### src/rtl/display_scan8.sv
// display_scan8: eight-digit multiplexed seven-segment scanner with frame shadow and anti-ghost blanking
module display_scan8 #(
    parameter int REFRESH_DIV = 100000,
    parameter int BLANK_CYC   = 1000
) (
    input  logic       clock,
    input  logic       reset,
    input  logic [6:0] d1,
    input  logic [6:0] d2,
    input  logic [6:0] d3,
    input  logic [6:0] d4,
    input  logic [6:0] d5,
    input  logic [6:0] d6,
    input  logic [6:0] d7,
    input  logic [6:0] d8,
    output logic [7:0] an,
    output logic [7:0] dec_ddp,
    output logic       frame_tick
);
    localparam int CW = $clog2(REFRESH_DIV);
    localparam logic [CW-1:0] LAST  = CW'(REFRESH_DIV - 1);
    localparam logic [CW-1:0] BLANK = CW'(BLANK_CYC);

    function automatic logic [6:0] glyph(input logic [4:0] c);
        case (c)
            5'h00:   glyph = 7'h01;
            5'h01:   glyph = 7'h4F;
            5'h02:   glyph = 7'h12;
            5'h03:   glyph = 7'h06;
            5'h04:   glyph = 7'h4C;
            5'h05:   glyph = 7'h18;
            5'h06:   glyph = 7'h24;
            5'h07:   glyph = 7'h30;
            5'h08:   glyph = 7'h70;
            5'h09:   glyph = 7'h41;
            5'h0A:   glyph = 7'h18;
            5'h0B:   glyph = 7'h60;
            5'h0C:   glyph = 7'h31;
            5'h0D:   glyph = 7'h71;
            5'h0E:   glyph = 7'h44;
            5'h0F:   glyph = 7'h21;
            5'h11:   glyph = 7'h7E;
            default: glyph = 7'h7F;
        endcase
    endfunction

    logic [CW-1:0] cnt_q, cnt_d;
    logic [2:0]    idx_q, idx_d;
    logic [6:0]    sh_q [8];
    logic [6:0]    din  [8];
    logic [6:0]    cur;
    logic [7:0]    an_q, an_d, ddp_q, ddp_d;
    logic          wrap, load, active;

    assign din        = '{d1, d2, d3, d4, d5, d6, d7, d8};
    assign an         = an_q;
    assign dec_ddp    = ddp_q;
    assign frame_tick = load;

    // Slot timing, frame load strobe and the display word for the next cycle
    always_comb begin
        wrap   = cnt_q == LAST;
        load   = wrap && idx_q == 3'd7;
        cnt_d  = wrap ? '0 : cnt_q + CW'(1);
        idx_d  = wrap ? idx_q + 3'd1 : idx_q;
        cur    = sh_q[idx_q];
        active = (cnt_q >= BLANK) && cur[6];
        an_d   = active ? ~(8'h01 << idx_q) : 8'hFF;
        ddp_d  = active ? {glyph(cur[5:1]), cur[0]} : 8'hFF;
    end

    // Counters, shadow register and registered display outputs
    always_ff @(posedge clock or negedge reset) begin
        if (!reset) begin
            cnt_q <= '0;
            idx_q <= '0;
            sh_q  <= '{default: '0};
            an_q  <= 8'hFF;
            ddp_q <= 8'hFF;
        end else begin
            cnt_q <= cnt_d;
            idx_q <= idx_d;
            an_q  <= an_d;
            ddp_q <= ddp_d;
            if (load) sh_q <= din;
        end
    end
endmodule

### config.mk
export PLATFORM = sky130hd
export DESIGN_NAME = display_scan8
export DESIGN_NICKNAME = d
export VERILOG_FILES = /design/src/rtl/display_scan8.sv
export SDC_FILE = /design/constraint.sdc
export NUM_CORES = 1
export LEC_CHECK = 0
export CORE_MARGIN = 3
export CORE_UTILIZATION = 48
export DETAILED_ROUTE_END_ITERATION = 8
export GPL_TIMING_DRIVEN = 0
export HOLD_SLACK_MARGIN = 0.15
export MAX_ROUTING_LAYER = met4
export PLACE_DENSITY = 0.86
export SYNTH_ARGS = -nofsm -noshare
export SYNTH_HDL_FRONTEND = slang
export SYNTH_SLANG_ARGS = --single-unit
### constraint.sdc
create_clock -name clock -period 2.4 [get_ports clock]
set_clock_uncertainty 0.15 [all_clocks]
set_input_delay 0.24 -clock clock [delete_from_list [all_inputs] [get_ports clock]]
set_output_delay 0.24 -clock clock [all_outputs]
set_load 0.005 [all_outputs]
# Word level (Yosys, flattened, before mapping)
# Memories as Yosys holds them, arrays and structs flattened.
# Index checks and enable logic that the tools add are counted.
dict set report op_classes {
  n_addsub 2
  eq_ne 2
  mux 6
  n_shift 1
  n_reduce_logical 2
  magnitude_cmp 2
  bitwise_logic 2
}
# operator n
set op_table {}
lappend op_table {{$bmux W7 S3} 1}
lappend op_table {{$add A17 B1 Y17 const B} 1}
lappend op_table {{$eq A17 B17 Y1 const B} 1}
lappend op_table {{$ge A17 B10 Y1 const B} 1}
lappend op_table {{$mux W17} 1}
lappend op_table {{$mux W8} 2}
lappend op_table {{$mux W7} 2}
lappend op_table {{$not A8 Y8} 1}
lappend op_table {{$shl A1 B3 Y8 const A} 1}
lappend op_table {{$ge A4 B4 Y1 const B} 1}
lappend op_table {{$not A3 Y4} 1}
lappend op_table {{$add A3 B1 Y3 const B} 1}
lappend op_table {{$eq A3 B3 Y1 const B} 1}
lappend op_table {{$logic_and A1 B1 Y1} 2}
dict set report totals {
  romBits 224
  in_bits 58
  elab_cells 30
  output_inout_bits 17
  register_bits 92
  memories 1
}
# name depth word_bits read_ports rd_ports_with_merged_regs wr line_no
set mem_list {}
lappend mem_list {{(no name shown)} 32 7 1 0 0 25} ;# case (c)

# Depth between registers and ports, before layout
dict set report logic_depth {
  word_depth 6
  ltp_mapped 9
}

# Least setup slack after synthesis
# Ideal clock, no wire load.
dict set report synth_path {
  path_type {register to register}
  from {reg idx_q[0]}
  to {reg ddp_q[1], in the netlist dec_ddp[1]}
  path_stages_with_launch 10
  slack_ps -219
  t_arrival_ps 2375
  n_path_buf 2
  period_less_slack_ps 2619
  setup_time_ps 94
  path_cell_list {dfrtp_1 > buf_6 > buf_12 > mux4_1 > mux2i_1 > inv_1 > ha_1 > nand2_1 > a21boi_0 > or4b_1}
}
dict set report synth_via {
  elab_chain_len 6
  elab_cells_between_ends 7
  classes_between {mux (4); bitwise (1); reduce/logical (1); memory (1)}
}
# item line_no
set synth_rtl {}
lappend synth_rtl {{start: declaration} 48} ;# logic [2:0] idx_q, idx_d;
lappend synth_rtl {{start signal: assignment} 82} ;# idx_q <= idx_d;
lappend synth_rtl {{$not A3 Y4 (not written as such) (*)} 66} ;# cur = sh_q[idx_q];
lappend synth_rtl {{$bmux W7 S3 (*)} 66}
lappend synth_rtl {{$mux W7 (not written as such) (*) (2 in a row)} 66}
lappend synth_rtl {{$mem_v2 Z32 W7 / $logic_and A1 B1 Y1 (equally long branches)} n/a}
lappend synth_rtl {{$mux W8 (*)} 69} ;# ddp_d = active ? {glyph(cur[5:1]), cur[0]} : 8'hFF;
lappend synth_rtl {{named net ddp_d[1]} 52} ;# logic [7:0] an_q, an_d, ddp_q, ddp_d;
lappend synth_rtl {{end signal: assignment} 84} ;# ddp_q <= ddp_d;
lappend synth_rtl {{end: declaration} 52}
# Mark *: on every way through the listed nets, which the timed path passes. The rest lies on a longest branch. The select of a mux whose other input is x is not followed.
# A chain may end at the register's enable or synchronous reset.

# Worst setup path in the final report
# Same ends and word-level chain as after synthesis.

==> metrics.txt <==
result of the run=finished with violations; violated checks=negative setup slack; initial antenna violation count=0; top achievable clock speed=393.4 MHz; kind of path behind the tightest hold check=in -> async; FF-to-FF Start=idx_q[0]; destination of the critical timing path=dec_ddp[1]; ranking of synthesized cells by area=sky130_fd_sc_hd__dfrtp_1 (43%), sky130_fd_sc_hd__mux2_4 (14%), sky130_fd_sc_hd__dfstp_2 (9.5%); Root Buffer=sky130_fd_sc_hd__clkbuf_8; chip height=102.3 microns; Boundary Pins=75; cell area after technology mapping=4448 sq um; CTS buffer count=9; largest area contributor in the synthesized netlist=sky130_fd_sc_hd__dfrtp_1; Area Overhead vs Synth=38.90%; worst-case clock buffer depth=2; endpoint of the lowest-slack register-to-register path=dec_ddp[1]; commonest non-fill, non-tap cell in the layout=sky130_fd_sc_hd__dfrtp_1; leakage power=0.002704 uW; hold violation total from the final report=0; Critical-path top delay cell=sky130_fd_sc_hd__or4b_1; GR Util All Layers=20.50%; final non-filler cell area=6178 sq um; number of register bits inferred by synthesis=92; TNS Setup=-4.757 ns; routed len/inst=19.50 microns; worst slew margin relative to its limit=65.06%; final weighted congestion in routability-driven placement=0.8139; CTS tree=done; total grt overflow=0; largest fanout on the critical path=6; Post-Route WL=10490 microns; CTS sink count=92; count of yosys warnings during synthesis=0; beginning of the critical path=idx_q[0]; largest net degree at the start of global routing=74; crit path capture type=register; RSZ-0062 raised after global routing=yes; row cnt=34; Crit path depth=8; number of global-route vias before repair=3049; final worst-path cycle share=105.9%; longest individual stage delay on the worst path=0.54 ns; Worst Setup Path Type=reg -> reg; chain of cells forming the critical path=buf_6 > buf_12 > buf_6 > mux4_2 > and2_4 > a21oi_4 > a21boi_1 > or4b_1; residual DRC count=0; worst voltage drop across the vdd grid=0.3211 mV; required time worst endpoint=2.53 ns; post-CTS clock slew at the launch and capture registers of the worst setup and hold paths=0.09 ns; total number of H-tree levels=3; sequential area share after synthesis=52.21%; fraction of layout cells with a size suffix above 1=41.16%; setup slack on the worst flop-to-flop path=-0.14 ns; worst path bufs/invs=3; kind of start point of the critical path=register; number of maximum-capacitance violations=0; FF-to-FF path depth=8; total power divided by cell area=514.2 nW/um^2; actual transition at the worst max-transition pin=0.5193 ns; effective utilization at floorplan=50.27%; global-route wire length before repair=15560 microns; average cell area after synthesis=14.63 sq um; detailed-router iteration count before antenna repair=4; most used cells in the layout excluding fill and tap cells=sky130_fd_sc_hd__dfrtp_1 (75), sky130_fd_sc_hd__clkdlybuf4s50_1 (72), sky130_fd_sc_hd__mux2_4 (41); Nets=495; fin worst setup slack=-0.1421 ns; family with the most delay on the worst path=simple AND/OR/NAND/NOR gates; Starting DRT DRC Count=108; Net Count, Synth=374; fraction of synthesized cell area taken by the top area cell type=42.76%; later-pin clock latency in the skew report=0.36 ns; Unique masters post-synth=44; fin crit period=2.542 ns; via density per instance=5.476; arrival time of the worst setup path=2.67 ns; antenna violation net count after detailed routing=0; number of buffers added on ports=74; number of antenna cells inserted=0; DP HPWL=6525 microns; Total Die Area=10460 sq um; chip width=102.3 microns; core box area=8848 sq um; final slew viol count=0; Top cell by count, worst path=sky130_fd_sc_hd__buf_6; cell count after synthesis=304; Placed Area=5360 sq um; routed vias=2946; count of endpoints failing setup in the final report=59
-- report_power, final --
group	total [uW]	switching, uW	internal, uW
clock	1260	539	722
combinational	289	100	188
sequential	1630	28.6	1600
-- registers in the layout, indices dropped and copies added, names as in the netlist --
signal   cells
sh_q        56
an           8
idx_q        3
dec_ddp      8
cnt_q       17
-- through the flow --
stage	hold slack, ns	total power [uW]	setup slack (ns)	instances	utilization, %
after floorplan	-0.2056	1757	-0.03173	304	-
after global placement	0.3309	1900	-2.223	486	60.29
after detailed placement	-0.01258	1916	-0.3362	487	60.58
after CTS	0.3241	3175	-0.05662	529	66.80
after global routing	0.3201	3273	-0.2014	538	69.82
final	0.3272	3177	-0.1421	538	69.82
-- layout make-up --
| type | instances | area (sq um) |
|---|---|---|
| plain buffers | 12 | 180.2 |
| repair buffers | 111 | 1161 |
| fillers | 568 | 2670 |
| clock inverters | 4 | 97.59 |
| flip-flops and latches | 92 | 2323 |
| multi-input cells | 190 | 2100 |
| well taps | 108 | 135.1 |
| inverters | 9 | 36.28 |
| clock buffers | 12 | 145.1 |
-- how the worst min path moves through the flow --
stage | startpoint | endpoint | cells after the start
3_5_place_dp | reset | sh_q[25] | 1
5_1_grt | d2[1] | sh_q[43] | 2
2_1_floorplan | reset | cnt_q[0] | 0
3_3_place_gp | cnt_q[8] | cnt_q[8] | 1
6_report | reset | an[4] | 2
4_1_cts | d3[1] | sh_q[36] | 2
-- cells in the mapped netlist, drive strengths merged --
master    n
xor2      5
o221ai    1
nand3     9
nor2     11
nand2    21
xnor2     9
and2      4
clkinv    2
o211ai    5
o21bai    1
clkbuf    2
or3       2
or4       1
o21ai     2
inv       7
buf      11
and4      2
a21oi     3
nand2b    2
nand3b    1
nand4     4
mux2     59
or4b      2
nor2b     3
dfrtp    76
or3b      1
ha       12
dfstp    16
a21boi    2
mux4     14
nor4      4
nor3      1
o2111ai   1
a22o      1
mux2i     7
-- worst register-to-register path, delay by kind of cell, from the launching register on --
kind / cells / cell delay (ns)
muxes: 1 / 0.51
buffers and inverters: 3 / 0.36
and+or+nand+nor: 2 / 0.72
DFF: 1 / 0.39
AOI/OAI and AO/OA: 2 / 0.32
-- routing by layer --
metal | track usage [%] | part of all wire [%]
met5 | - | 0
met4 | 8.174 | 2.7
met3 | 4.027 | 5.0
met2 | 32.88 | 52
met1 | 25.68 | 41
-- what timing repair did --
item	CTS	global route
pin swaps	7	7
hold endpoints to repair	89	0
hold buffers	2	0
setup endpoints to repair	58	71
gates resized for setup	33	29
cloned	0	5
setup buffers	24	5
-- cells by family (layout without fill, tap and decap cells) --
group                    count (synthesis)  after routing  share of synthesized area (%)
adder cells (fa/ha/maj)                 12             12                          3.375
XOR/XNOR                                14             14                          2.757
buffers and inverters                   22            148                          3.319
flip-flops                              92             92                          52.21
AO/OA/AOI/OAI                           16             16                          2.757
multiplexers                            80             80                          27.15
AND/OR/NAND/NOR                         68             68                          8.439
Note: power is estimated with default switching activity, not from simulation.
